## config.mk

```make
export PLATFORM = sky130hd
export DESIGN_NAME = fetch_ctrl
export DESIGN_NICKNAME = d
export VERILOG_FILES = /design/src/rtl/fetch_ctrl_pkg.sv /design/src/rtl/fetch_queue.sv /design/src/rtl/fetch_ctrl.sv
export SDC_FILE = /design/constraint.sdc
export NUM_CORES = 1
export LEC_CHECK = 0
export ABC_CLOCK_PERIOD_IN_PS = 9200
export BUFFER_PORTS_ARGS = -buffer_cell sky130_fd_sc_hd__buf_2
export CAP_MARGIN = 20
export CELL_PAD_IN_SITES_DETAIL_PLACEMENT = 1
export CELL_PAD_IN_SITES_GLOBAL_PLACEMENT = 1
export CORE_UTILIZATION = 30
export CTS_CLUSTER_SIZE = 14
export DETAILED_ROUTE_END_ITERATION = 6
export PLACE_DENSITY_LB_ADDON = 0.25
export SETUP_SLACK_MARGIN = 0.1
export SLEW_MARGIN = 40
export SYNTH_ARGS = -nofsm -noshare
export SYNTH_HDL_FRONTEND = slang
export SYNTH_SLANG_ARGS = --single-unit
```

## constraint.sdc

```tcl
create_clock -name clk -period 9.2 [get_ports clk]
set_clock_uncertainty 0.1 [all_clocks]
set_input_delay 0.46 -clock clk [delete_from_list [all_inputs] [get_ports clk]]
set_output_delay 0.46 -clock clk [all_outputs]
set_load 0.03 [all_outputs]
```

## src/rtl/fetch_ctrl_pkg.sv

```systemverilog
// Shared types for the instruction-fetch request stage: exception codes and
// the in-flight queue entry layout.
package fetch_ctrl_pkg;

  typedef enum logic [1:0] {
    ADEF = 2'd0,
    TLBR = 2'd1,
    PIF  = 2'd2,
    PPI  = 2'd3
  } excp_t;

  typedef struct packed {
    logic [31:0] pc;
    logic        double;
    logic        data_pending;
    logic        excp;
    excp_t       excp_type;
    logic [63:0] inst;
  } fetch_entry_t;

  // Fault priority when several translation/alignment faults coincide.
  function automatic excp_t fault_type(input logic misaligned, input logic tlbr,
                                       input logic pif, input logic ppi);
    if (misaligned) return ADEF;
    if (tlbr)       return TLBR;
    if (pif)        return PIF;
    if (ppi)        return PPI;
    return ADEF;
  endfunction

endpackage

```

## src/rtl/fetch_queue.sv

```systemverilog
// In-order circular buffer of fetch entries. Responses fill the oldest entry
// still waiting for data; the head is presented to decode.
module fetch_queue
  import fetch_ctrl_pkg::*;
#(
  parameter int DEPTH = 2,
  localparam int CW = $clog2(DEPTH + 1),
  localparam int PW = (DEPTH > 1) ? $clog2(DEPTH) : 1
) (
  input  logic            clk,
  input  logic            reset,
  input  logic            clear,
  input  logic            push,
  input  fetch_entry_t    push_entry,
  input  logic            pop,
  input  logic            fill,
  input  logic [63:0]     fill_data,
  output fetch_entry_t    head_entry,
  output logic [CW-1:0]   count,
  output logic [CW-1:0]   pending
);

  fetch_entry_t    mem [DEPTH];
  logic [PW-1:0]   head_ptr;
  logic [PW-1:0]   tail_ptr;
  logic [CW-1:0]   count_q;
  logic [PW-1:0]   fill_idx;
  logic            fill_hit;

  // NOTE: every variable written here gets a default first so no latch is inferred.
  always_comb begin
    fill_idx = head_ptr;
    fill_hit = 1'b0;
    pending  = '0;
    for (int i = 0; i < DEPTH; i++) begin
      if (CW'(i) < count_q && mem[PW'(head_ptr + PW'(i))].data_pending) begin
        pending = pending + CW'(1);
        if (!fill_hit) begin
          fill_idx = PW'(head_ptr + PW'(i));
          fill_hit = 1'b1;
        end
      end
    end
  end

  // NOTE: sequential state uses non-blocking assignments so all flops update together.
  always_ff @(posedge clk or posedge reset) begin
    if (reset) begin
      head_ptr <= '0;
      tail_ptr <= '0;
      count_q  <= '0;
    end else if (clear) begin
      head_ptr <= '0;
      tail_ptr <= '0;
      count_q  <= '0;
    end else begin
      if (push) tail_ptr <= PW'(tail_ptr + PW'(1));
      if (pop)  head_ptr <= PW'(head_ptr + PW'(1));
      case ({push, pop})
        2'b10:   count_q <= count_q + CW'(1);
        2'b01:   count_q <= count_q - CW'(1);
        default: count_q <= count_q;
      endcase
    end
  end

  // NOTE: entry storage is not reset; pointers and count alone decide which entries are live.
  always_ff @(posedge clk) begin
    if (push && !clear) mem[tail_ptr] <= push_entry;
    if (fill && fill_hit && !clear) begin
      mem[fill_idx].data_pending <= 1'b0;
      mem[fill_idx].inst         <= fill_data;
    end
  end

  assign head_entry = mem[head_ptr];
  assign count      = count_q;

endmodule

```

## src/rtl/fetch_ctrl.sv

```systemverilog
// Instruction-fetch request stage: owns the PC, issues single/double fetches,
// drops responses of flushed requests and hands entries to decode.
module fetch_ctrl
  import fetch_ctrl_pkg::*;
#(
  parameter logic [31:0] RESET_PC = 32'h1c00_0000,
  parameter int          DEPTH    = 2
) (
  input  logic        clk,
  input  logic        reset,
  input  logic        redirect_valid,
  input  logic [31:0] redirect_pc,
  output logic        i_req,
  output logic [31:0] i_va,
  input  logic        i_addr_ok,
  input  logic        i_double,
  input  logic        i_data_ok,
  input  logic [63:0] i_rdata,
  input  logic        i_tlbr,
  input  logic        i_pif,
  input  logic        i_ppi,
  output logic        out_valid,
  input  logic        out_ready,
  output logic        out_double,
  output logic [31:0] out_pc,
  output logic [63:0] out_inst,
  output logic        out_excp,
  output excp_t       out_excp_type
);

  localparam int CW = $clog2(DEPTH + 1);

  logic [31:0]   pc;
  logic          stalled;
  logic [CW-1:0] discard_cnt;
  logic [CW-1:0] q_count;
  logic [CW-1:0] q_pending;
  fetch_entry_t  head;
  fetch_entry_t  push_entry;
  logic          misaligned;
  logic          fault;
  logic          room;
  logic          can_issue;
  logic          push;
  logic          pop;
  logic          fill;
  logic          head_present;

  assign misaligned = pc[1:0] != 2'b00;
  assign fault      = misaligned | i_tlbr | i_pif | i_ppi;
  // Outstanding cache requests (queued + to-be-discarded) never exceed DEPTH.
  assign room       = ({1'b0, q_count} + {1'b0, discard_cnt}) < (CW + 1)'(DEPTH);
  assign can_issue  = !reset && !redirect_valid && !stalled && room;
  assign i_req      = can_issue && !fault;
  assign i_va       = pc;
  assign push       = can_issue && (fault || i_addr_ok);
  assign fill       = i_data_ok && (discard_cnt == '0) && !redirect_valid;

  always_comb begin
    push_entry    = '0;
    push_entry.pc = pc;
    if (fault) begin
      push_entry.excp      = 1'b1;
      push_entry.excp_type = fault_type(misaligned, i_tlbr, i_pif, i_ppi);
    end else begin
      push_entry.double       = i_double;
      push_entry.data_pending = 1'b1;
    end
  end

  assign head_present  = q_count != '0;
  assign out_valid     = head_present && !head.data_pending;
  assign pop           = out_valid && out_ready;
  assign out_pc        = head_present ? head.pc : '0;
  assign out_double    = head_present && head.double;
  assign out_inst      = head_present ? head.inst : '0;
  assign out_excp      = head_present && head.excp;
  assign out_excp_type = head_present ? head.excp_type : ADEF;

  fetch_queue #(.DEPTH(DEPTH)) u_queue (
    .clk        (clk),
    .reset      (reset),
    .clear      (redirect_valid),
    .push       (push),
    .push_entry (push_entry),
    .pop        (pop),
    .fill       (fill),
    .fill_data  (i_rdata),
    .head_entry (head),
    .count      (q_count),
    .pending    (q_pending)
  );

  always_ff @(posedge clk or posedge reset) begin
    if (reset) begin
      pc          <= RESET_PC;
      stalled     <= 1'b0;
      discard_cnt <= '0;
    end else if (redirect_valid) begin
      // A same-cycle response is charged to the oldest outstanding request.
      pc          <= redirect_pc;
      stalled     <= 1'b0;
      discard_cnt <= discard_cnt + q_pending - CW'(i_data_ok);
    end else begin
      if (i_data_ok && discard_cnt != '0) discard_cnt <= discard_cnt - CW'(1);
      if (can_issue && fault) stalled <= 1'b1;
      else if (i_req && i_addr_ok) pc <= pc + (i_double ? 32'd8 : 32'd4);
    end
  end

  a_no_orphan_resp : assert property (@(posedge clk) disable iff (reset)
    i_data_ok |-> (discard_cnt != '0 || q_pending != '0));

  a_outstanding_bound : assert property (@(posedge clk) disable iff (reset)
    ({1'b0, q_pending} + {1'b0, discard_cnt}) <= (CW + 1)'(DEPTH));

endmodule

```

==> flow_metrics.env, run 1 <==
export IMPL_synth_area_um2=11360
export IMPL_finalMaxSlewViolations=0
export IMPL_grt_max_degree=76
export IMPL_cp_start_kind="flop"
export IMPL_fmax_mhz=234.3
export IMPL_synth_compound_area_share_pct=3.405
export IMPL_cts_root_buf="clkbuf_16"
export IMPL_p_leak_uw=0.005410
export IMPL_grt_pass1_wl_um=46710
export IMPL_htree_levels=1
export IMPL_cts_buffers=29
export IMPL_yosysTopAreaCell="edfxtp_1"
export IMPL_core_area_um2=36960
export IMPL_drtPass1Iterations=6
export IMPL_setup_viol=0
export IMPL_syn_to_final_growth_pct=22.21
export IMPL_post_route_cells_drive_above_1_share_pct=27.71
export IMPL_yosys_warnings=0
export IMPL_combPwrFrac_pct=33.8
export IMPL_dieArea_um2=38640
export IMPL_ctsLongestPathBuffers=3
export IMPL_die_y_um=196.6
export IMPL_synth_edf_count=200
export IMPL_r2r_start="u_queue.head_ptr$_DFFE_PP0P_"
export IMPL_async_reset_ff_share_pct=16.18
export IMPL_intPower_uw=2396
export IMPL_viasPerCell=4.643
export IMPL_synth_top_family_by_area="simple AND/OR/NAND/NOR gates"
export IMPL_critPathKind="reg -> reg"
export IMPL_grt_pass1_vias=8057
export IMPL_sequentialPowerShare_pct=37.4
export IMPL_timing_rr_end="u_queue.mem[1][7]$_DFFE_PP_"
export IMPL_antenna_found_initial=4
export IMPL_n_fill_cell=4073
export IMPL_clk_pin_slew_ns=0.06
export IMPL_rsz0062_at_grt="no"
export IMPL_yosysTopAreaCellShare_pct=52.89
export IMPL_swShare_pct=37.08
export IMPL_ant_nets=0
export IMPL_post_drt_wl_per_cell_um=18.36
export IMPL_r2r_slack_ns=4.93
export IMPL_yosys_area_share_adder_pct=1.344
export IMPL_wl_um=30280
export IMPL_synthSimpleGateAreaFrac_pct=17.98
export IMPL_rows=70
export IMPL_clk_latency_ns=0.54
export IMPL_post_synth_top_count_cell="edfxtp_1"
export IMPL_drtIter0Drc=260
export IMPL_synth_seq_cells=241
export IMPL_crit_end="u_queue.mem[1][7]$_DFFE_PP_"
export IMPL_min_period_over_period_pct=46.40
export IMPL_power_uw=3808
export IMPL_tightest_slew_ns=0.7192
export IMPL_crit_path_start="u_queue.head_ptr$_DFFE_PP0P_"
export IMPL_synth_avg_cell_area_um2=12.34
export IMPL_drc=0
export IMPL_postSynthCellCount=920
export IMPL_drv_cap=0
export IMPL_synthMuxAreaShare_pct=9.652
export IMPL_place_ws_ns=4.767
export IMPL_max_slew_margin_pct=52.05
export IMPL_gr_total_overflow=0
export IMPL_status="completed"
export IMPL_routabilityCongestion=0.7693
export IMPL_io_buffers=239
export IMPL_tritoncts="yes"
export IMPL_p_clk_share_pct=28.8
export IMPL_endpoint_kind="flop"
export IMPL_yosys_area_share_xor_xnor_pct=1.234
export IMPL_ff2ff_path_depth=11
export IMPL_synth_common_cells="200 x edfxtp_1, 134 x and2_1, 125 x nor2_1"
export IMPL_whs_ns=0.04454
export IMPL_pin_count=240
export IMPL_hold_violations=0
export IMPL_peakVddDrop_mv=0.1443
export IMPL_hpwl_um=20110
export IMPL_min_path_type="in -> reg"
export IMPL_start_util_pct=30.72
export IMPL_power_switching_uw=1412
export IMPL_p_per_area_nw_per_um2=274.4
export IMPL_final_setup_tns_ns=0
export IMPL_crit_arrival_ns=4.38
export IMPL_finalNetCount=1241
export IMPL_synthFlopType="edfxtp_1"
export IMPL_vias=7657
export IMPL_required_ns=9.32
export IMPL_cts_sinks=241
export IMPL_cts_setup_buffers=0
export IMPL_worst_slack_ns=4.931
export IMPL_grt_total_usage_pct=15.69
export IMPL_synth_cell_types=57
export IMPL_min_period_ns=4.269
export IMPL_die_w_um=196.6
export IMPL_ys_seq_area_share_pct=61.87
export IMPL_crit_fanout=66
export IMPL_synth_area_leaders="edfxtp_1 53%, mux2i_1 9.3%, dfrtp_1 7.9%"
export IMPL_synth_nets=1037
-- layer usage --
layer | part of all wire, % | track usage [%]
met1 | 44 | 20.22
met2 | 49 | 27.08
met3 | 5.8 | 3.508
met4 | 1.2 | 2.865
met5 | 0.14 | 0
-- worst min path at each step --
stage | end | startpoint | depth (start not counted) | slack, ns
floorplan | u_queue.mem[0][76]$_DFFE_PP_ | i_va[7]$_DFFE_PP0P_ | 0 | 0.36
global placement | stalled$_DFFE_PP0P_ | stalled$_DFFE_PP0P_ | 2 | 0.40
detailed placement | stalled$_DFFE_PP0P_ | stalled$_DFFE_PP0P_ | 2 | 0.41
CTS | i_va[14]$_DFFE_PP0P_ | redirect_pc[14] | 3 | 0.02
global route | i_va[26]$_DFFE_PP1P_ | redirect_pc[26] | 3 | 0.03
finish | i_va[14]$_DFFE_PP0P_ | redirect_pc[14] | 3 | 0.04
-- area by class of cell --
type	instances	area [um2]	area share, %
well taps	504	630.6	4.544
diodes	1	2.502	0.01803
inverters	16	60.06	0.4327
flip-flops and latches	241	7029	50.65
multi-input cells	582	3881	27.97
repair buffers	254	1369	9.863
clock buffers	37	755.7	5.445
clock inverters	14	150.1	1.082
-- logic make-up after synthesis --
family                   count (synthesis)
buffers and inverters                   97
multiplexers                           109
adder cells (fa/ha/maj)                 11
XOR/XNOR                                16
AND/OR/NAND/NOR                        384
flip-flops                             241
AO/OA/AOI/OAI                           62
-- per-stage QoR --
| step | util, % | cell area (um2) | std cells |
|---|---|---|---|
| finish | 37.55 | 13880 | 1649 |
| global route | 37.54 | 13880 | 1648 |
| CTS | 37.54 | 13880 | 1648 |
| detailed placement | 35.06 | 12960 | 1596 |
| global placement | 34.83 | 12870 | 1592 |
| floorplan | - | 11360 | 920 |
-- power groups by stage --
stage,sequential (uW),combinational [uW],clock [uW]
2_1_floorplan,1420,920,0
3_3_place_gp,1490,1240,0
3_5_place_dp,1450,1310,0
4_1_cts,1430,1320,1140
5_1_grt,1440,1400,1170
6_report,1430,1290,1100
-- layout by cell type (no fill, tap or decap), types with 9 or more instances in the layout --
cell,count
nand3_1,23
dfrtp_1,35
inv_1,14
clkbuf_16,29
nand4_1,15
buf_2,239
a21oi_1,13
o211ai_1,9
mux2i_1,105
xnor2_1,11
and2_1,134
nor2_1,122
o21ai_0,21
nand2_1,37
edfxtp_1,200
-- worst max-delay path, stage by stage, from the launching register on --
cell and delay (ns):
dfrtp_4 0.57, buf_12 0.24, buf_12 0.25, mux2i_1 0.14, or2_2 0.31, ha_1 0.19, inv_1 0.05, nand4_1 0.28
a2111oi_4 0.40, buf_4 0.54, or2_4 0.54, buf_12 0.30
-- registers in the layout, indices dropped and copies added (netlist names) --
signal,count
discard_cnt,2
i_va,32
stalled,1
u_queue.count,2
u_queue.head_ptr,1
u_queue.mem,202
u_queue.tail_ptr,1
-- timing repair --
action	in CTS	in global routing
hold buffers	1	0
endpoints found under the hold margin	33	0
resized for setup	0	0
Note: power is estimated with default switching activity, not from simulation.
==> run 2: changes to the inputs <==
- ABC_AREA: unset -> 1
- ABC_CLOCK_PERIOD_IN_PS: 9200 -> 3900
- clock period: 9.2 -> 3.9 ns (I/O delays scaled with it)
==> run 2 against run 1 <==
Against the previous run: largest power group is now combinational cells; global-route usage grew 2.5 points; combinational power rose to 2.7 times the previous value; sequential share of layout area down 4.0 points; critical path type is now reg -> out; highest routed layer is now met4; clock power grew 140%; worst hold slack worse by 0.010 ns; count of clock-buffer cells in the layout is 1 lower; critical endpoint is now out_inst[37]; synthesized area up 2.1%; first-iteration DRC count rose by 47%.
==> flow_metrics.env, run 2 <==
export IMPL_synth_seq_cells=241
export IMPL_cts_sinks=241
export IMPL_pin_count=240
export IMPL_hp_start="i_addr_ok"
export IMPL_crit_fanout=62
export IMPL_async_reset_ff_share_pct=16.18
export IMPL_endpoint_kind="primary output"
export IMPL_synth_nets=1400
export IMPL_p_per_area_nw_per_um2=628.0
export IMPL_swShare_pct=40.55
export IMPL_clk_latency_ns=0.54
export IMPL_ys_seq_area_share_pct=60.61
export IMPL_die_w_um=198.6
export IMPL_hold_violations=0
export IMPL_grt_pass1_vias=10012
export IMPL_io_buffers=239
export IMPL_p_leak_uw=0.006847
export IMPL_synth_edf_count=200
export IMPL_n_fill_cell=4429
export IMPL_crit_arrival_ns=3.04
export IMPL_design_area_um2=15060
export IMPL_final_common_cell="nor2_1"
export IMPL_regMostFlops="u_queue.mem"
export IMPL_finalNetCount=1700
export IMPL_grt_pass1_wl_um=55310
export IMPL_rsz0062_at_grt="no"
export IMPL_worst_slack_ns=0.5663
export IMPL_finalMaxSlewViolations=0
export IMPL_ctsLongestPathBuffers=3
export IMPL_die_y_um=198.6
export IMPL_setup_viol=0
export IMPL_rows=71
export IMPL_synthFlopType="edfxtp_1"
export IMPL_yosysTopAreaCell="edfxtp_1"
export IMPL_min_period_ns=3.334
export IMPL_dieArea_um2=39430
export IMPL_intPower_uw=5621
export IMPL_peakVddDrop_mv=0.2855
export IMPL_cts_buffers=28
export IMPL_post_drt_wl_per_cell_um=17.12
export IMPL_htree_levels=1
export IMPL_place_ws_ns=0.8753
export IMPL_antenna_found_initial=0
export IMPL_critPathKind="reg -> out"
export IMPL_grt_total_usage_pct=18.19
export IMPL_diodes=0
export IMPL_crit_path_start="u_queue.head_ptr$_DFFE_PP0P_"
export IMPL_drtPass1Iterations=4
export IMPL_post_synth_top_count_cell="nor2_1"
export IMPL_cts_setup_buffers=0
export IMPL_synth_area_leaders="edfxtp_1 52%, nor2_1 13%, dfrtp_1 7.8%"
export IMPL_syn_to_final_growth_pct=29.89
export IMPL_drtIter0Drc=383
export IMPL_routabilityCongestion=0.7966
export IMPL_post_route_cells_drive_above_1_share_pct=20.06
export IMPL_synth_cell_types=31
export IMPL_max_slew_margin_pct=47.93
export IMPL_synth_area_um2=11590
export IMPL_clk_pin_slew_ns=0.06
export IMPL_place_area_um2=13080
export IMPL_drv_cap=0
export IMPL_largest_reg_flops=202
export IMPL_postSynthCellCount=1283
export IMPL_wl_um=36230
export IMPL_yosysTopAreaCellShare_pct=51.81
export IMPL_viasPerCell=4.592
export IMPL_drc=0
export IMPL_mostFrequentLayoutCells="399 x nor2_1, 239 x buf_2, 200 x edfxtp_1, 199 x nand2_1, 125 x inv_1"
export IMPL_fmax_mhz=300.0
export IMPL_grt_max_degree=102
export IMPL_yosys_warnings=0
export IMPL_r2r_start="u_queue.head_ptr$_DFFE_PP0P_"
export IMPL_ant_nets=0
export IMPL_required_ns=3.61
export IMPL_cts_root_buf="clkbuf_16"
export IMPL_combPwrFrac_pct=36.5
export IMPL_core_area_um2=37840
export IMPL_tritoncts="yes"
export IMPL_cp_start_kind="flop"
export IMPL_vias=9717
export IMPL_tightest_slew_ns=0.7811
export IMPL_power_switching_uw=3834
export IMPL_p_clk_share_pct=28.0
export IMPL_post_cts_resized=0
export IMPL_hpwl_um=23340
export IMPL_gr_total_overflow=0
export IMPL_start_util_pct=30.63
export IMPL_status="completed"
export IMPL_final_setup_tns_ns=0
export IMPL_min_period_over_period_pct=85.48
export IMPL_synth_avg_cell_area_um2=9.034
export IMPL_synth_common_cells="400 x nor2_1, 202 x nand2_1, 200 x edfxtp_1"
export IMPL_min_path_type="in -> reg"
export IMPL_sequentialPowerShare_pct=35.5
run 2: cell types whose count changed after synthesis, sizes merged, moves of 8 or more:
cell | before | now
nor2 | 125 | 402
nand2 | 37 | 203
and2 | 134 | 1
inv | 15 | 131
mux2i | 105 | 0
o21ai | 24 | 122
nand3 | 25 | 49
nand4 | 16 | 6
clkbuf | 29 | 37
xnor2 | 11 | 3
run 2: power groups by stage:
stage                     Sequential, uW  Combinational, uW  Clock, uW
after floorplan                     3330               2350          0
after global placement              3410               3390          0
after detailed placement            3420               3430          0
after CTS                           3370               3520       2720
after global routing                3400               3780       2810
final                               3360               3450       2640
run 2: worst max-delay path: stages (launching register included):
cell	delay, ns
dfrtp_4	0.64
inv_4	0.11
buf_4	0.45
buf_4	0.66
nor2_1	0.08
nor2_1	0.23
buf_2	0.24
run 2: worst paths after layout:
check	slack [ns]	endpoint	cells past startpoint
worst max register to register	0.94	u_queue.mem[0][45]$_DFFE_PP_	10
worst max-delay path	0.57	out_inst[37]	6
worst min register to register	0.46	stalled$_DFFE_PP0P_	2
max in group asynchronous	2.81	i_va[26]$_DFFE_PP1P_	4
min in group asynchronous	0.14	u_queue.count[1]$_DFFE_PP0P_	3
worst min-delay path	0.03	i_va[6]$_DFFE_PP0P_	3
run 2: kinds of logic (layout without fill, tap and decap cells):
group	after synthesis	after routing	share of synthesized area [%]
simple gates	666	666	22.45
xor+xnor	9	9	0.6801
fa+ha+maj	11	11	1.317
flops	241	241	60.61
buf+inv	220	542	8.905
compound gates	136	136	6.034
run 2: stage by stage:
| step | instances | hold WS [ns] | util, % | total power (uW) |
|---|---|---|---|---|
| 2_1_floorplan | 1283 | 0.2117 | - | 5683 |
| 3_3_place_gp | 1960 | 0.3126 | 34.55 | 6800 |
| 3_5_place_dp | 1960 | 0.1467 | 34.56 | 6850 |
| 4_1_cts | 2116 | 0.0002859 | 39.78 | 9609 |
| 5_1_grt | 2116 | 0.03268 | 39.78 | 9986 |
| 6_report | 2116 | 0.03454 | 39.78 | 9455 |
run 2: area by class of cell:
class	instances	area (um2)	area share (%)
clock inverters	16	142.6	0.9474
inverters	131	495.5	3.291
well taps	511	639.4	4.247
flip-flops and latches	241	7029	46.69
repair buffers	359	2386	15.85
multi-input cells	822	3571	23.72
clock buffers	36	792.0	5.261
run 2: timing repair:
action,4_1_cts,5_1_grt
endpoints found under the hold margin,188,0
hold buffers,104,0
endpoints found under the setup margin,0,0
run 2: routing by layer:
| metal | routed length (um) | share of wire (%) | track usage (%) |
|---|---|---|---|
| met1 | 16090 | 44 | 23.28 |
| met2 | 18000 | 50 | 32.34 |
| met3 | 1445 | 4.0 | 2.238 |
| met4 | 690 | 1.9 | 4.615 |
| met5 | 0 | 0 | 0 |
